[src/rtl/rs_pkg.sv]
// rs_pkg: default widths and the reservation-slot entry shared by slots and the issue stage.
package rs_pkg;
  localparam int BIT_WIDTH    = 32;
  localparam int ALU_OP_WIDTH = 7;
  localparam int TAG_WIDTH    = 8;
  localparam int ADDR_WIDTH   = 32;
  typedef struct packed {
    logic [TAG_WIDTH-1:0]    tag;
    logic [ALU_OP_WIDTH-1:0] op;
    logic [BIT_WIDTH-1:0]    vj;
    logic [BIT_WIDTH-1:0]    vk;
    logic [ADDR_WIDTH-1:0]   addr;
  } rs_entry_t;
endpackage

[src/rtl/rs_issue_select_rr_arbiter.sv]
// rr_arbiter: combinational round-robin pick of the first request at or after ptr_i, wrapping.
module rr_arbiter #(
  parameter int N  = 4,
  parameter int PW = $clog2(N)
) (
  input  logic [N-1:0]  req_i,
  input  logic [PW-1:0] ptr_i,
  input  logic          en_i,
  output logic [N-1:0]  grant_o,
  output logic [PW-1:0] winner_o,
  output logic          any_grant_o
);
  logic found;
  always_comb begin
    grant_o     = '0;
    winner_o    = '0;
    found       = 1'b0;
    for (int k = 0; k < N; k++) begin
      if (en_i && !found && req_i[(int'(ptr_i) + k) % N]) begin
        found                              = 1'b1;
        winner_o                           = PW'((int'(ptr_i) + k) % N);
        grant_o[(int'(ptr_i) + k) % N]     = 1'b1;
      end
    end
    any_grant_o = found;
  end
endmodule

[src/rtl/rs_issue_select.sv]
// rs_issue_select: round-robin issue from reservation slots into a registered FU issue stage.
// Optional RS_ISSUE_PERF_CNT_EN adds issueCount/stallCount performance counters.
module rs_issue_select
  import rs_pkg::*;
#(
  parameter int NUM_SLOTS    = 4,
  parameter int BIT_WIDTH    = rs_pkg::BIT_WIDTH,
  parameter int ALU_OP_WIDTH = rs_pkg::ALU_OP_WIDTH,
  parameter int TAG_WIDTH    = rs_pkg::TAG_WIDTH,
  parameter int ADDR_WIDTH   = rs_pkg::ADDR_WIDTH
) (
  input  logic                                    clk,
  input  logic                                    reset,
  input  logic [NUM_SLOTS-1:0]                    slotWr,
  input  logic [NUM_SLOTS-1:0]                    slotBusy,
  input  logic [NUM_SLOTS-1:0]                    slotReady,
  input  logic [NUM_SLOTS-1:0][TAG_WIDTH-1:0]     slotTag,
  input  logic [NUM_SLOTS-1:0][ALU_OP_WIDTH-1:0]  slotOp,
  input  logic [NUM_SLOTS-1:0][BIT_WIDTH-1:0]     slotVj,
  input  logic [NUM_SLOTS-1:0][BIT_WIDTH-1:0]     slotVk,
  input  logic [NUM_SLOTS-1:0][ADDR_WIDTH-1:0]    slotAddr,
  output logic [NUM_SLOTS-1:0]                    instrRecieved,
  output logic                                    issueValid,
  input  logic                                    fuReady,
  output logic [TAG_WIDTH-1:0]                    issueTag,
  output logic [ALU_OP_WIDTH-1:0]                 issueOp,
  output logic [BIT_WIDTH-1:0]                    issueVj,
  output logic [BIT_WIDTH-1:0]                    issueVk,
  output logic [ADDR_WIDTH-1:0]                   issueAddr
`ifdef RS_ISSUE_PERF_CNT_EN
  ,
  output logic [31:0]                             issueCount,
  output logic [31:0]                             stallCount
`endif
);
  localparam int PW = $clog2(NUM_SLOTS);
  logic [NUM_SLOTS-1:0] issued_q, issued_d, eligible, grant;
  logic [PW-1:0]        rr_ptr_q, rr_ptr_d, winner;
  logic                 valid_q, valid_d, any_grant, load_en;
  rs_entry_t            entry_q, entry_d;
  assign load_en  = ~valid_q | fuReady;
  assign eligible = slotReady & slotBusy & ~issued_q & ~slotWr;
  rr_arbiter #(.N(NUM_SLOTS), .PW(PW)) u_arb (
    .req_i      (eligible),
    .ptr_i      (rr_ptr_q),
    .en_i       (load_en & ~reset),
    .grant_o    (grant),
    .winner_o   (winner),
    .any_grant_o(any_grant)
  );
  // A rewrite of a slot always wins over a simultaneous grant so the new contents get issued.
  always_comb begin
    issued_d = (issued_q | grant) & ~slotWr;
    rr_ptr_d = !any_grant ? rr_ptr_q : (winner == PW'(NUM_SLOTS - 1)) ? '0 : winner + PW'(1);
    valid_d  = load_en ? any_grant : valid_q;
    entry_d  = any_grant ? '{tag: slotTag[winner], op: slotOp[winner], vj: slotVj[winner],
                             vk: slotVk[winner], addr: slotAddr[winner]} : entry_q;
  end
  always_ff @(posedge clk) begin
    if (reset) begin
      issued_q <= '0;
      rr_ptr_q <= '0;
      valid_q  <= 1'b0;
      entry_q  <= '0;
    end else begin
      issued_q <= issued_d;
      rr_ptr_q <= rr_ptr_d;
      valid_q  <= valid_d;
      entry_q  <= entry_d;
    end
  end
  assign instrRecieved = grant;
  assign issueValid    = valid_q;
  assign issueTag      = entry_q.tag;
  assign issueOp       = entry_q.op;
  assign issueVj       = entry_q.vj;
  assign issueVk       = entry_q.vk;
  assign issueAddr     = entry_q.addr;
`ifdef RS_ISSUE_PERF_CNT_EN
  logic [31:0] issue_cnt_q, stall_cnt_q;
  always_ff @(posedge clk) begin
    if (reset) begin
      issue_cnt_q <= '0;
      stall_cnt_q <= '0;
    end else begin
      issue_cnt_q <= issue_cnt_q + 32'(any_grant);
      stall_cnt_q <= stall_cnt_q + 32'(valid_q & ~fuReady);
    end
  end
  assign issueCount = issue_cnt_q;
  assign stallCount = stall_cnt_q;
`endif
endmodule

[config.mk]
export PLATFORM = sky130hd
export DESIGN_NAME = rs_issue_select
export DESIGN_NICKNAME = d
export VERILOG_FILES = /design/src/rtl/rs_pkg.sv /design/src/rtl/rs_issue_select_rr_arbiter.sv /design/src/rtl/rs_issue_select.sv
export SDC_FILE = /design/constraint.sdc
export NUM_CORES = 1
export LEC_CHECK = 0
export ABC_AREA = 0
export BUFFER_PORTS_ARGS = -buffer_cell sky130_fd_sc_hd__buf_2
export CAP_MARGIN = 20
export CELL_PAD_IN_SITES_DETAIL_PLACEMENT = 1
export CELL_PAD_IN_SITES_GLOBAL_PLACEMENT = 1
export CORE_AREA = 3 3 223 225
export DETAILED_ROUTE_END_ITERATION = 7
export DIE_AREA = 0 0 226 228
export GPL_ROUTABILITY_DRIVEN = 0
export PLACE_DENSITY = 0.59
export SLEW_MARGIN = 0
export SYNTH_ARGS = -nofsm -noshare
export SYNTH_HDL_FRONTEND = slang
export SYNTH_HIERARCHICAL = 1
export SYNTH_SLANG_ARGS = --single-unit
[constraint.sdc]
create_clock -name clk -period 9.8 [get_ports clk]
set_input_delay 1.96 -clock clk [delete_from_list [all_inputs] [get_ports clk]]
set_output_delay 1.96 -clock clk [all_outputs]
set_load 0.01 [all_outputs]
==> summary.md, run 1 <==
| Metric | Value |
|---|---|
| Status | finished clean |
| Worst Setup Start Kind | primary input |
| Final Hold Fails | 0 |
| Io pins | 575 |
| Synth Warn # | 6 |
| Pin count of the biggest net entering global routing | approximately 120 |
| Compound-Gate Fraction of Synth Area | 0.209 |
| Share of power burned in registers | 0.320 |
| Met2 GRT Util | 0.234 |
| Logic pwr share | 0.330 |
| Clk pwr share | 0.350 |
| Clk buf depth | 2 |
| Clock Tree Root | clkbuf_16 |
| Port buffer count | 574 |
| RSZ-0062 raised after global routing | no |
| Switching Fraction | 0.323 |
| Post-CTS setup buffers | 0 |
| Post-DP HPWL | 25,900 um |
| Site Rows | 80 |
| Final Cycle Share | 0.640 |
| Die area | 0.0515 mm^2 |
| Area after DPL | 0.0115 mm^2 |
| Clk sinks | 118 |
| # fillers | 5,669 |
| Top-area cell type share of the netlist area | 0.287 |
| Critical Path Fanout Max | 9 |
| Busiest layer in global routing | met2 |
| Largest family of logic cells by synthesized area | multiplexers |
| Mapped Cells | ~730 |
| Worst slew pin tran | 1.09 ns |
| Post-synthesis mux area share | 0.288 |
| Die Span X | 226 um |
| Synth cell types | ~40 |
| GR Overflow Total | 0 |
| Post-CTS Resized | 0 |
| Slew HR | 0.274 |
| Synthesized area | about 0.0082 mm^2 |
| Share of cells above drive strength 1 | 0.642 |
| Max Transition Viols Final | 0 |
| Flops & latches, synth | 118 |
| Critical path class | in2out |
| Diodes inserted | 0 |
| Asr flop ratio synth | 0 |
| Core Region | between 0.04 and 0.05 mm^2 |
| Pwr per Cell Area | 148 mW/mm^2 |
| Via density per instance | 4.35 |
| Routed wire length | 33,500 um |
| First drt pass iteration count | 4 |
| Final setup violation count | 0 |
| Maximum VDD drop | 0.0911 mV |
| Clock period minus worst slack | ~6.3 ns |
| Main synth FF type | dfxtp_1 |
| Via Count | 8,184 |
| Crit path capture type | output port |
| Num CTS Buffers | 17 |
| Clock transition at path regs | roughly 0.060 ns |
| Antenna violations before repair | 0 |
| Most common cell in the netlist | mux2i_1 |
| Post-route ant nets | 0 |
| Path type of the worst min-delay path | reg2reg |
| Leak | 5.09 nW |
| Syn Nets | 1,199 |
| Min Hold Slack | 0.479 ns |
| CTS H-tree lvls | 4 |
| DRC viols | 0 |
| Register area share after synthesis | 0.287 |
| Xor and xnor area share after synthesis | 0 |
| Worst skew pair latency | 0.46 ns |
| Final Instance Area | roughly 0.012 mm^2 |
| Met3 usage | 0.0337 |
| Net Switching | approximately 600 uW |
| Iteration-0 DRC Markers | about 180 |
| Most frequent cells after synthesis | mux2i_1, dfxtp_1, or3b_2, o221ai_2, buf_2 |
| Register-to-Register Setup Slack | 4.68 ns |
| Maxcap violations | 0 |
| Syn_area_per_cell | 11.2 um^2 |
| Pint | roughly 1.2 mW |
| Top achievable clock speed | ~0.16 GHz |
| Arrival @ worst endpoint | 4.31 ns |
| Worst EP required | 7.84 ns |
| Post-CTS Hold Fix Bufs | 0 |
| Setup TNS | 0 ns |
| Gr usage total | 0.126 |
| Area delta synth->final | 47.9% |
| First-pass GRT wire length | 50,000 um |
| Starting Density | 0.172 |
| Vias in the first global route | 8,987 |
| Post-synth top area cell | dfxtp_1 |
| WL per Instance | roughly 18 um |
| CTS tree | built |
| Met1 Use GR | 0.132 |
| Post-synth EDFFs | 0 |
| Clock Skews | between 0.01 and 0.015 ns |
| Synth top area cells | dfxtp_1, mux2i_1, o221ai_2 |
| Simple-Gate Fraction of Synth Area | 0.148 |
| Adder-cell share of the synthesized area | 0.0122 |
| Die Height | 228 um |
| Fin nets | 1,720 |
## kinds of logic after synthesis
logic type                 count (synthesis)
muxes                                    232
and+or+nand+nor                          153
AOI/OAI and AO/OA                        136
DFF                                      118
buffers and inverters                     85
adders and majority gates                  8
## placed cells by master, fill, tap and decap left out, types with 4 or more instances in the layout
cell and n:
clkbuf_16 17, or3b_2 103, or3b_1 9, ha_1 8
nand2_1 7, clkbuf_1 4, dfxtp_1 118, o221ai_2 90
a221o_1 4, buf_2 573, mux2i_1 226, buf_4 4
inv_1 5, nor3_1 8, nor2_1 8, o221ai_1 21
nor2b_1 5, a22oi_1 4, a21oi_1 4
## area by class of cell
cell class / instances / area [um^2] / share of cell area
multi-input combinational: 529 / 5430 / 0.446
tap: 615 / 769 / 0.0632
inverter: 5 / 18.8 / 0.00154
clock buffer: 24 / 482 / 0.0396
timing repair buffer: 582 / 3010 / 0.247
clock inverter: 8 / 97.6 / 0.00802
sequential: 118 / 2360 / 0.194
## power groups by stage
stage / clock network, mW / logic (mW) / registers, mW
4_1_cts: 0.663 / 0.602 / 0.577
3_5_place_dp: 0 / 0.601 / 0.586
3_3_place_gp: 0 / 0.593 / 0.585
6_report: 0.631 / 0.595 / 0.577
2_1_floorplan: 0 / 0.344 / 0.606
5_1_grt: 0.681 / 0.647 / 0.584
## per-layer routing
layer,wire length [um],part of all wire
met3,2200,0.066
met5,0,0
met4,820,0.025
met2,17700,0.53
met1,12700,0.38
## through the flow
step                      setup WS (ns)   util  total power [mW]  cells
after CTS                          3.53  0.254              1.84   1879
after floorplan                    4.26      -             0.950    732
after global placement             3.21  0.242              1.18   1847
final                              3.53  0.255              1.80   1881
after detailed placement           3.05  0.242              1.19   1847
after global routing               3.29  0.255              1.91   1881
## worst paths after layout
kind                              to                startpoint  cells past startpoint
max                 instrRecieved[1]                 slotWr[0]                      8
min           issued_q[3]$_SDFF_PP0_    issued_q[3]$_SDFF_PP0_                      2
max reg2reg  issueOp[0]$_SDFFE_PP0P_  rr_ptr_q[0]$_SDFFE_PP0P_                     10
min reg2reg   issued_q[3]$_SDFF_PP0_    issued_q[3]$_SDFF_PP0_                      2
## state kept, by name, summed over array words and instances, names as in the netlist
register / flops
issueAddr: 32
issueVj: 32
issueVk: 32
issueTag: 8
issueOp: 7
issued_q: 4
rr_ptr_q: 2
issueValid: 1
## worst max-delay path, stage by stage
cell	delay [ns]
buf_2	0.10
nor3_1	0.71
inv_1	0.19
o32ai_1	0.42
nor2_1	0.13
nor4b_4	0.40
a221o_1	0.25
buf_2	0.14
Power figures use the tool's default switching activity.
==> inputs of run 2 (changes only) <==
- ABC_AREA: 0 -> 1
- CORE_AREA: 3 3 223 225 -> 3 3 220 222
- DIE_AREA: 0 0 226 228 -> 0 0 223 225
- PLACE_DENSITY: 0.59 -> 0.66
- clock period: 9.8 -> 5.9 ns (I/O delays scaled with it)
==> summary.md, run 2 <==
| Metric | Value |
|---|---|
| Worst path bufs/invs | 2 (was 3) |
| Syn_area_per_cell | 5.92 um^2 (was 11.2 um^2) |
| Pin count of the biggest net entering global routing | 133 (was 124) |
| Status | finished clean (unchanged) |
| Syn Nets | 1,817 (was 1,199) |
| Critical Path Fanout Max | 7 (was 9) |
| Synth top area cells | dfxtp_1, nand2_1, nand3_1 (was dfxtp_1, mux2i_1, o221ai_2) |
| Most common cell on crit path | nand2_1 (was buf_2) |
| Commonest non-fill, non-tap cell in the layout | nand2_1 (was buf_2) |
| CTS tree | built (unchanged) |
| Worst hold start | issued_q[0]$_SDFF_PP0_ (was issued_q[3]$_SDFF_PP0_) |
| Post-route ant nets | 0 (unchanged) |
| Clock period minus worst slack | 4.05 ns |
| Critical path class | in2out (unchanged) |
| Pwr per Cell Area | 558 mW/mm^2 (was 148 mW/mm^2) |
| Maxcap violations | 0 (unchanged) |
| First-pass GRT wire length | 62,800 um (was 50,000 um) |
| Post-CTS setup buffers | 0 (unchanged) |
| Busiest layer in global routing | met2 (unchanged) |
| Worst EP required | 4.72 ns (was 7.84 ns) |
| Synth cell types | 24 (was 41) |
| Logic pwr share | 0.647 (was 0.330) |
| Antenna violations before repair | 6 (was 0) |
| Setup TNS | 0 ns (unchanged) |
| Final Hold Fails | 0 (unchanged) |
| Mapped Cells | 1,350 (was 732) |
| Reg2Reg Depth | 13 (was 10) |
| Worst slack, placed | 1.77 ns (was 3.05 ns) |
| Final setup violation count | 0 (unchanged) |
| Net Switching | 3.45 mW (was 583 uW) |
| Top-area cell type share of the netlist area | 0.296 (was 0.287) |
| Clock Tree Root | clkbuf_16 (unchanged) |
| Main synth FF type | dfxtp_1 (unchanged) |
| Vias in the first global route | 11,300 (was 8,987) |
| Die Height | 225 um (was 228 um) |
| Flops & latches, synth | 118 (unchanged) |
| Hold Path Depth | 2 (unchanged) |
| DRC viols | 0 (unchanged) |
| Post-CTS Resized | 0 (unchanged) |
| Fin nets | 2,316 (was 1,720) |
| Clock transition at path regs | 0.06 ns (about the same) |
| Clk sinks | 118 (unchanged) |
| Gr usage total | 0.159 (was 0.126) |
| CP cell instances | buf_2 -> nor3_1 -> nand2_1 -> nand2_1 -> nor2_1 -> nor2_1 -> nand4_1 -> nand2_1 -> buf_2 (was buf_2 -> nor3_1 -> inv_1 -> o32ai_1 -> nor2_1 -> nor4b_4 -> a221o_1 -> buf_2) |
| GR Overflow Total | 0 (unchanged) |
| Register area share after synthesis | 0.296 (was 0.287) |
| Post-Layout Cell Count | 2,472 (was 1,881) |
| Via Count | 11,000 (was 8,184) |
| Design Power | 6.61 mW (was 1.80 mW) |
| Crit path capture type | output port (unchanged) |
| Met2 GRT Util | 0.276 (was 0.234) |
| Met3 usage | 0.0503 (was 0.0337) |
| Most common cell in the netlist | nand2_1 (was mux2i_1) |
| Slew HR | 0.440 (was 0.274) |
| Site Rows | 79 (was 80) |
| Asr flop ratio synth | 0 (unchanged) |
| Most frequent cells after synthesis | nand2_1, nand3_1, dfxtp_1, a21oi_1, o21ai_0 (was mux2i_1, dfxtp_1, or3b_2, o221ai_2, buf_2) |
| Clk pwr share | 0.166 (was 0.350) |
| WL per Instance | 16.9 um (was 17.8 um) |
| Leak | 6.30 nW (was 5.09 nW) |
| WHS Endpoint | issued_q[0]$_SDFF_PP0_ (was issued_q[3]$_SDFF_PP0_) |
| Port buffer count | 574 (unchanged) |
| Post-synth top area cell | dfxtp_1 (unchanged) |
| RSZ-0062 raised after global routing | no (unchanged) |
| Top achievable clock speed | 0.247 GHz |
| Core Region | 0.0466 mm^2 (was 0.0477 mm^2) |
| Worst Setup Start Kind | primary input (unchanged) |
| Slowest cell on crit path | nor2_1 (was nor3_1) |
| Die area | 0.0502 mm^2 (was 0.0515 mm^2) |
| Die Span X | 223 um (was 226 um) |
| Pint | 3.15 mW (was 1.22 mW) |
| Worst skew pair latency | 0.44 ns (was 0.46 ns) |
| Met1 Use GR | 0.186 (was 0.132) |
| CTS H-tree lvls | 4 (unchanged) |
| Post-synth EDFFs | 0 (unchanged) |
| First drt pass iteration count | 4 (unchanged) |
| Area delta synth->final | 48.2% (was 47.9%) |
| Maximum VDD drop | 0.482 mV (was 0.0911 mV) |
| Synth Warn # | 6 (unchanged) |
| Switching Fraction | 0.523 (was 0.323) |
| Routed wire length | 41,800 um (was 33,500 um) |
| Num CTS Buffers | 17 (unchanged) |
| Starting Density | 0.172 (about the same) |
| Reg2reg start | rr_ptr_q[1]$_SDFFE_PP0P_ (was rr_ptr_q[0]$_SDFFE_PP0P_) |
| Max Transition Viols Final | 0 (unchanged) |
| Register-to-Register Setup Slack | 2.21 ns (was 4.68 ns) |
| Via density per instance | 4.44 (was 4.35) |
| Final Cycle Share | 0.687 |
| Worst slew pin tran | 0.840 ns (was 1.09 ns) |
| Iteration-0 DRC Markers | 339 (was 183) |
| CP top delay family | simple AND/OR/NAND/NOR gates (unchanged) |
| Arrival @ worst endpoint | 2.87 ns (was 4.31 ns) |
| Slowest stage delay, CP | 0.40 ns (was 0.71 ns) |
| Share of power burned in registers | 0.187 (was 0.320) |
| Setup ws final | 1.85 ns (was 3.53 ns) |
| Path type of the worst min-delay path | reg2reg (unchanged) |
| Share of cells above drive strength 1 | 0.347 (was 0.642) |
| Commonest non-fill, non-tap cells in the layout | nand2_1, buf_2, nand3_1 (was buf_2, mux2i_1, dfxtp_1) |
| Reg2reg end | issueVj[7]$_SDFFE_PP0P_ (was issueOp[0]$_SDFFE_PP0P_) |
| Clk buf depth | 2 (unchanged) |
| Synthesized area | 0.00799 mm^2 (was 0.00823 mm^2) |
| Post-CTS Hold Fix Bufs | 0 (unchanged) |
| Post-DP HPWL | 32,700 um (was 25,900 um) |
| Dpl cells | 2,436 (was 1,847) |
| Clock Skews | 0.00873 ns (was 0.0119 ns) |
| Io pins | 575 (unchanged) |
run 2: cells by family (layout without fill, tap and decap cells):
family | count (synthesis) | after routing | synth area share
DFF | 118 | 118 | 0.296
AOI/OAI and AO/OA | 229 | 229 | 0.143
and+or+nand+nor | 868 | 868 | 0.461
other | 0 | 4 | 0
adders and majority gates | 8 | 8 | 0.0125
buffers and inverters | 127 | 638 | 0.0872
run 2: per-layer routing:
metal	share of wire	wire length, um
met2	0.49	20400
met5	0.0011	45
met4	0.023	973
met1	0.41	17200
met3	0.078	3250
run 2: through the flow:
step / area [um^2] / utilization / hold WS, ns
5_1_grt: 11800 / 0.254 / 0.501
2_1_floorplan: 7990 / - / 0.453
3_5_place_dp: 11200 / 0.241 / 0.475
3_3_place_gp: 11200 / 0.241 / 0.471
4_1_cts: 11800 / 0.254 / 0.485
6_report: 11800 / 0.254 / 0.486
run 2: area by class of cell:
class,instances,area (um^2)
Antenna cell,4,10.0
Clock buffer,22,474
Clock inverter,9,125
Fill cell,6173,34700
Inverter,16,68.8
Multi-Input combinational cell,1105,4950
Sequential cell,118,2360
Tap cell,607,759
Timing Repair Buffer,591,3100
run 2: worst reg2reg max path: stages (launching register included):
cell and delay (ns):
dfxtp_1 0.53, inv_1 0.24, ha_1 0.39, inv_1 0.12, nand3_1 0.10, nand2_1 0.05
nor2_1 0.40, nand4_1 0.24, nand2_4 0.24, buf_4 0.65, nand2_1 0.34, nand3_1 0.16
nand2_1 0.06, a21oi_1 0.11
run 2: power groups by stage:
| stage | Sequential, mW | Clock, mW | Combinational [mW] |
|---|---|---|---|
| 3_5_place_dp | 1.25 | 0 | 4.35 |
| 6_report | 1.24 | 1.09 | 4.28 |
| 2_1_floorplan | 1.36 | 0 | 2.95 |
| 4_1_cts | 1.24 | 1.14 | 4.36 |
| 3_3_place_gp | 1.24 | 0 | 4.27 |
| 5_1_grt | 1.27 | 1.17 | 4.87 |
run 2: worst max-delay path by stage:
stage	from	endpoint	slack (ns)	depth (start not counted)
final	slotWr[0]	instrRecieved[1]	1.85	9
after global routing	slotWr[0]	instrRecieved[3]	1.71	9
after CTS	slotWr[0]	instrRecieved[1]	1.91	9
after detailed placement	slotWr[0]	issueVj[7]$_SDFFE_PP0P_	1.77	13
after global placement	slotWr[0]	issueVj[7]$_SDFFE_PP0P_	1.80	13
after floorplan	reset	instrRecieved[0]	2.42	6
==> inputs of run 3 (changes only) <==
- clock period: 5.9 -> 3.8 ns (I/O delays scaled with it)
==> summary.md, run 3 (synthesized netlist as in run 2, its figures left out) <==
| Metric | Value |
|---|---|
| Status | finished clean (unchanged) |
| Core Region | 0.0466 mm^2 (unchanged) |
| Post-CTS Resized | 0 (unchanged) |
| Max Transition Viols Final | 0 (unchanged) |
| Final setup violation count | 0 (unchanged) |
| Commonest non-fill, non-tap cell in the layout | nand2_1 (unchanged) |
| Reg2reg end | issueAddr[12]$_SDFFE_PP0P_ (was issueVj[7]$_SDFFE_PP0P_) |
| Share of cells above drive strength 1 | 0.351 (was 0.347) |
| Post-Route Utilization | 0.258 (was 0.254) |
| Final Hold Fails | 0 (unchanged) |
| Site Rows | 79 (unchanged) |
| Post-Layout Cell Count | 2,483 (was 2,472) |
| Slowest cell on crit path | dfxtp_1 (was nor2_1) |
| Iteration-0 DRC Markers | 401 (was 339) |
| Worst path bufs/invs | 3 (was 2) |
| First drt pass iteration count | 4 (unchanged) |
| Crit path from | rr_ptr_q[1]$_SDFFE_PP0P_ (was slotWr[0]) |
| Clock Skews | 0.00793 ns (was 0.00873 ns) |
| Port buffer count | 574 (unchanged) |
| Final Instance Area | 0.0120 mm^2 (was 0.0118 mm^2) |
| Via density per instance | 4.47 (was 4.44) |
| Critical Path Fanout Max | 10 (was 7) |
| Slowest stage delay, CP | 0.59 ns (was 0.40 ns) |
| Post-CTS setup buffers | 0 (unchanged) |
| Setup TNS | 0 ns (unchanged) |
| WL per Instance | 17.6 um (was 16.9 um) |
| Clock Tree Root | clkbuf_16 (unchanged) |
| Clock transition at path regs | 0.06 ns (about the same) |
| Worst Setup Start Kind | register (was primary input) |
| Pin count of the biggest net entering global routing | 113 (was 133) |
| Die Span X | 223 um (unchanged) |
| CTS H-tree lvls | 4 (unchanged) |
| Critical path class | reg2out (was in2out) |
| Area delta synth->final | 50.4% (was 48.2%) |
| Starting Density | 0.172 (unchanged) |
| Register-to-Register Setup Slack | 0.36 ns (was 2.21 ns) |
| Die Height | 225 um (unchanged) |
| CP cell instances | inv_1 -> ha_1 -> inv_1 -> nand3_1 -> nand2_1 -> nor2_1 -> nand4_1 -> nand2_1 -> buf_2 (was buf_2 -> nor3_1 -> nand2_1 -> nand2_1 -> nor2_1 -> nor2_1 -> nand4_1 -> nand2_1 -> buf_2) |
| Gr usage total | 0.166 (was 0.159) |
| Design Power | 10.7 mW (was 6.61 mW) |
| DRC viols | 0 (unchanged) |
| Reg2Reg Depth | 15 (was 13) |
| Die area | 0.0502 mm^2 (unchanged) |
| RSZ-0062 raised after global routing | no (unchanged) |
| Via Count | 11,100 (was 11,000) |
| Maxcap violations | 0 (unchanged) |
| GR Overflow Total | 0 (unchanged) |
| Leak | 6.39 nW (was 6.30 nW) |
| Fin nets | 2,329 (was 2,316) |
| Worst EP required | 3.04 ns (was 4.72 ns) |
| Reg2reg start | rr_ptr_q[1]$_SDFFE_PP0P_ (unchanged) |
| WP depth | 9 (unchanged) |
| Setup ws final | 0.255 ns (was 1.85 ns) |
| Post-route ant nets | 0 (unchanged) |
| Routed wire length | 43,700 um (was 41,800 um) |
| First-pass GRT wire length | 64,700 um (was 62,800 um) |
| # fillers | 6,112 (was 6,173) |
| Num CTS Buffers | 17 (unchanged) |
| Antenna violations before repair | 4 (was 6) |
| Path type of the worst min-delay path | reg2reg (unchanged) |
| Arrival @ worst endpoint | 2.78 ns (was 2.87 ns) |
| Post-DP HPWL | 34,200 um (was 32,700 um) |
| Dpl cells | 2,450 (was 2,436) |
| CP endpoint | instrRecieved[0] (was instrRecieved[1]) |
| Io pins | 575 (unchanged) |
| Commonest non-fill, non-tap cells in the layout | nand2_1, buf_2, nand3_1 (unchanged) |
| Clock period minus worst slack | 3.54 ns |
| Worst slew pin tran | 0.848 ns (was 0.840 ns) |
| Post-CTS Hold Fix Bufs | 0 (unchanged) |
| Pwr per Cell Area | 889 mW/mm^2 (was 558 mW/mm^2) |
| Top achievable clock speed | between 0.2 and 0.3 GHz |
| Worst hold start | issued_q[3]$_SDFF_PP0_ (was issued_q[0]$_SDFF_PP0_) |
| Final Cycle Share | 0.933 |
| Min Hold Slack | 0.486 ns (about the same) |
| Worst slack, placed | 0.259 ns (was 1.77 ns) |
| Slew HR | 0.434 (was 0.440) |
| Clk sinks | 118 (unchanged) |
| Vias in the first global route | 11,400 (was 11,300) |
| Worst skew pair latency | 0.44 ns (about the same) |
| Crit path capture type | output port (unchanged) |
| Clk buf depth | 2 (unchanged) |
| CTS tree | built (unchanged) |
| Maximum VDD drop | 0.466 mV (was 0.482 mV) |
| CP top delay family | simple AND/OR/NAND/NOR gates (unchanged) |
| Area after DPL | 0.0114 mm^2 (was 0.0112 mm^2) |
run 3: cell count changes in the layout (fill, tap and decap cells not counted), sizes merged:
| cell | delta |
|---|---|
| clkinv | -2 |
| diode | -3 |
| buf | +13 |
| clkbuf | +3 |
run 3: layout make-up:
type,count,area [um^2],area share
inverter,16,68.8,0.00572
clock buffer,25,515,0.0429
antenna,1,2.50,0.000208
tap,607,759,0.0632
timing repair buffer,604,3250,0.270
multi-input combinational,1105,4950,0.412
sequential,118,2360,0.197
clock inverter,7,115,0.00958
run 3: worst min path at each step:
stage / cells after the start / slack (ns) / to
finish: 2 / 0.49 / issued_q[3]$_SDFF_PP0_
global route: 2 / 0.46 / issued_q[1]$_SDFF_PP0_
CTS: 2 / 0.45 / issued_q[1]$_SDFF_PP0_
detailed placement: 2 / 0.48 / issued_q[2]$_SDFF_PP0_
global placement: 2 / 0.47 / issued_q[3]$_SDFF_PP0_
floorplan: 2 / 0.45 / issued_q[0]$_SDFF_PP0_
run 3: worst min-delay path: cells and delay by family (launching register included):
kind	cells	cell delay, ns
DFF	1	0.31
and+or+nand+nor	2	0.13
run 3: where the power goes:
| part | leakage, nW | switching [mW] | internal [mW] |
|---|---|---|---|
| combinational | 5.10 | 4.65 | 2.32 |
| sequential | 0.978 | 0.239 | 1.69 |
| clock | 0.306 | 0.644 | 1.13 |
| total | 6.39 | 5.54 | 5.15 |
run 3: metal layers:
layer  share of wire  routed length [um]  track usage  vias up
met5         0.00021                   9            0        -
met4           0.023                1010       0.0609        2
met2            0.49               21400        0.292      409
met1            0.42               18400        0.196     5164
li1                -                   -            -     5470
met3           0.067                2920       0.0391       43
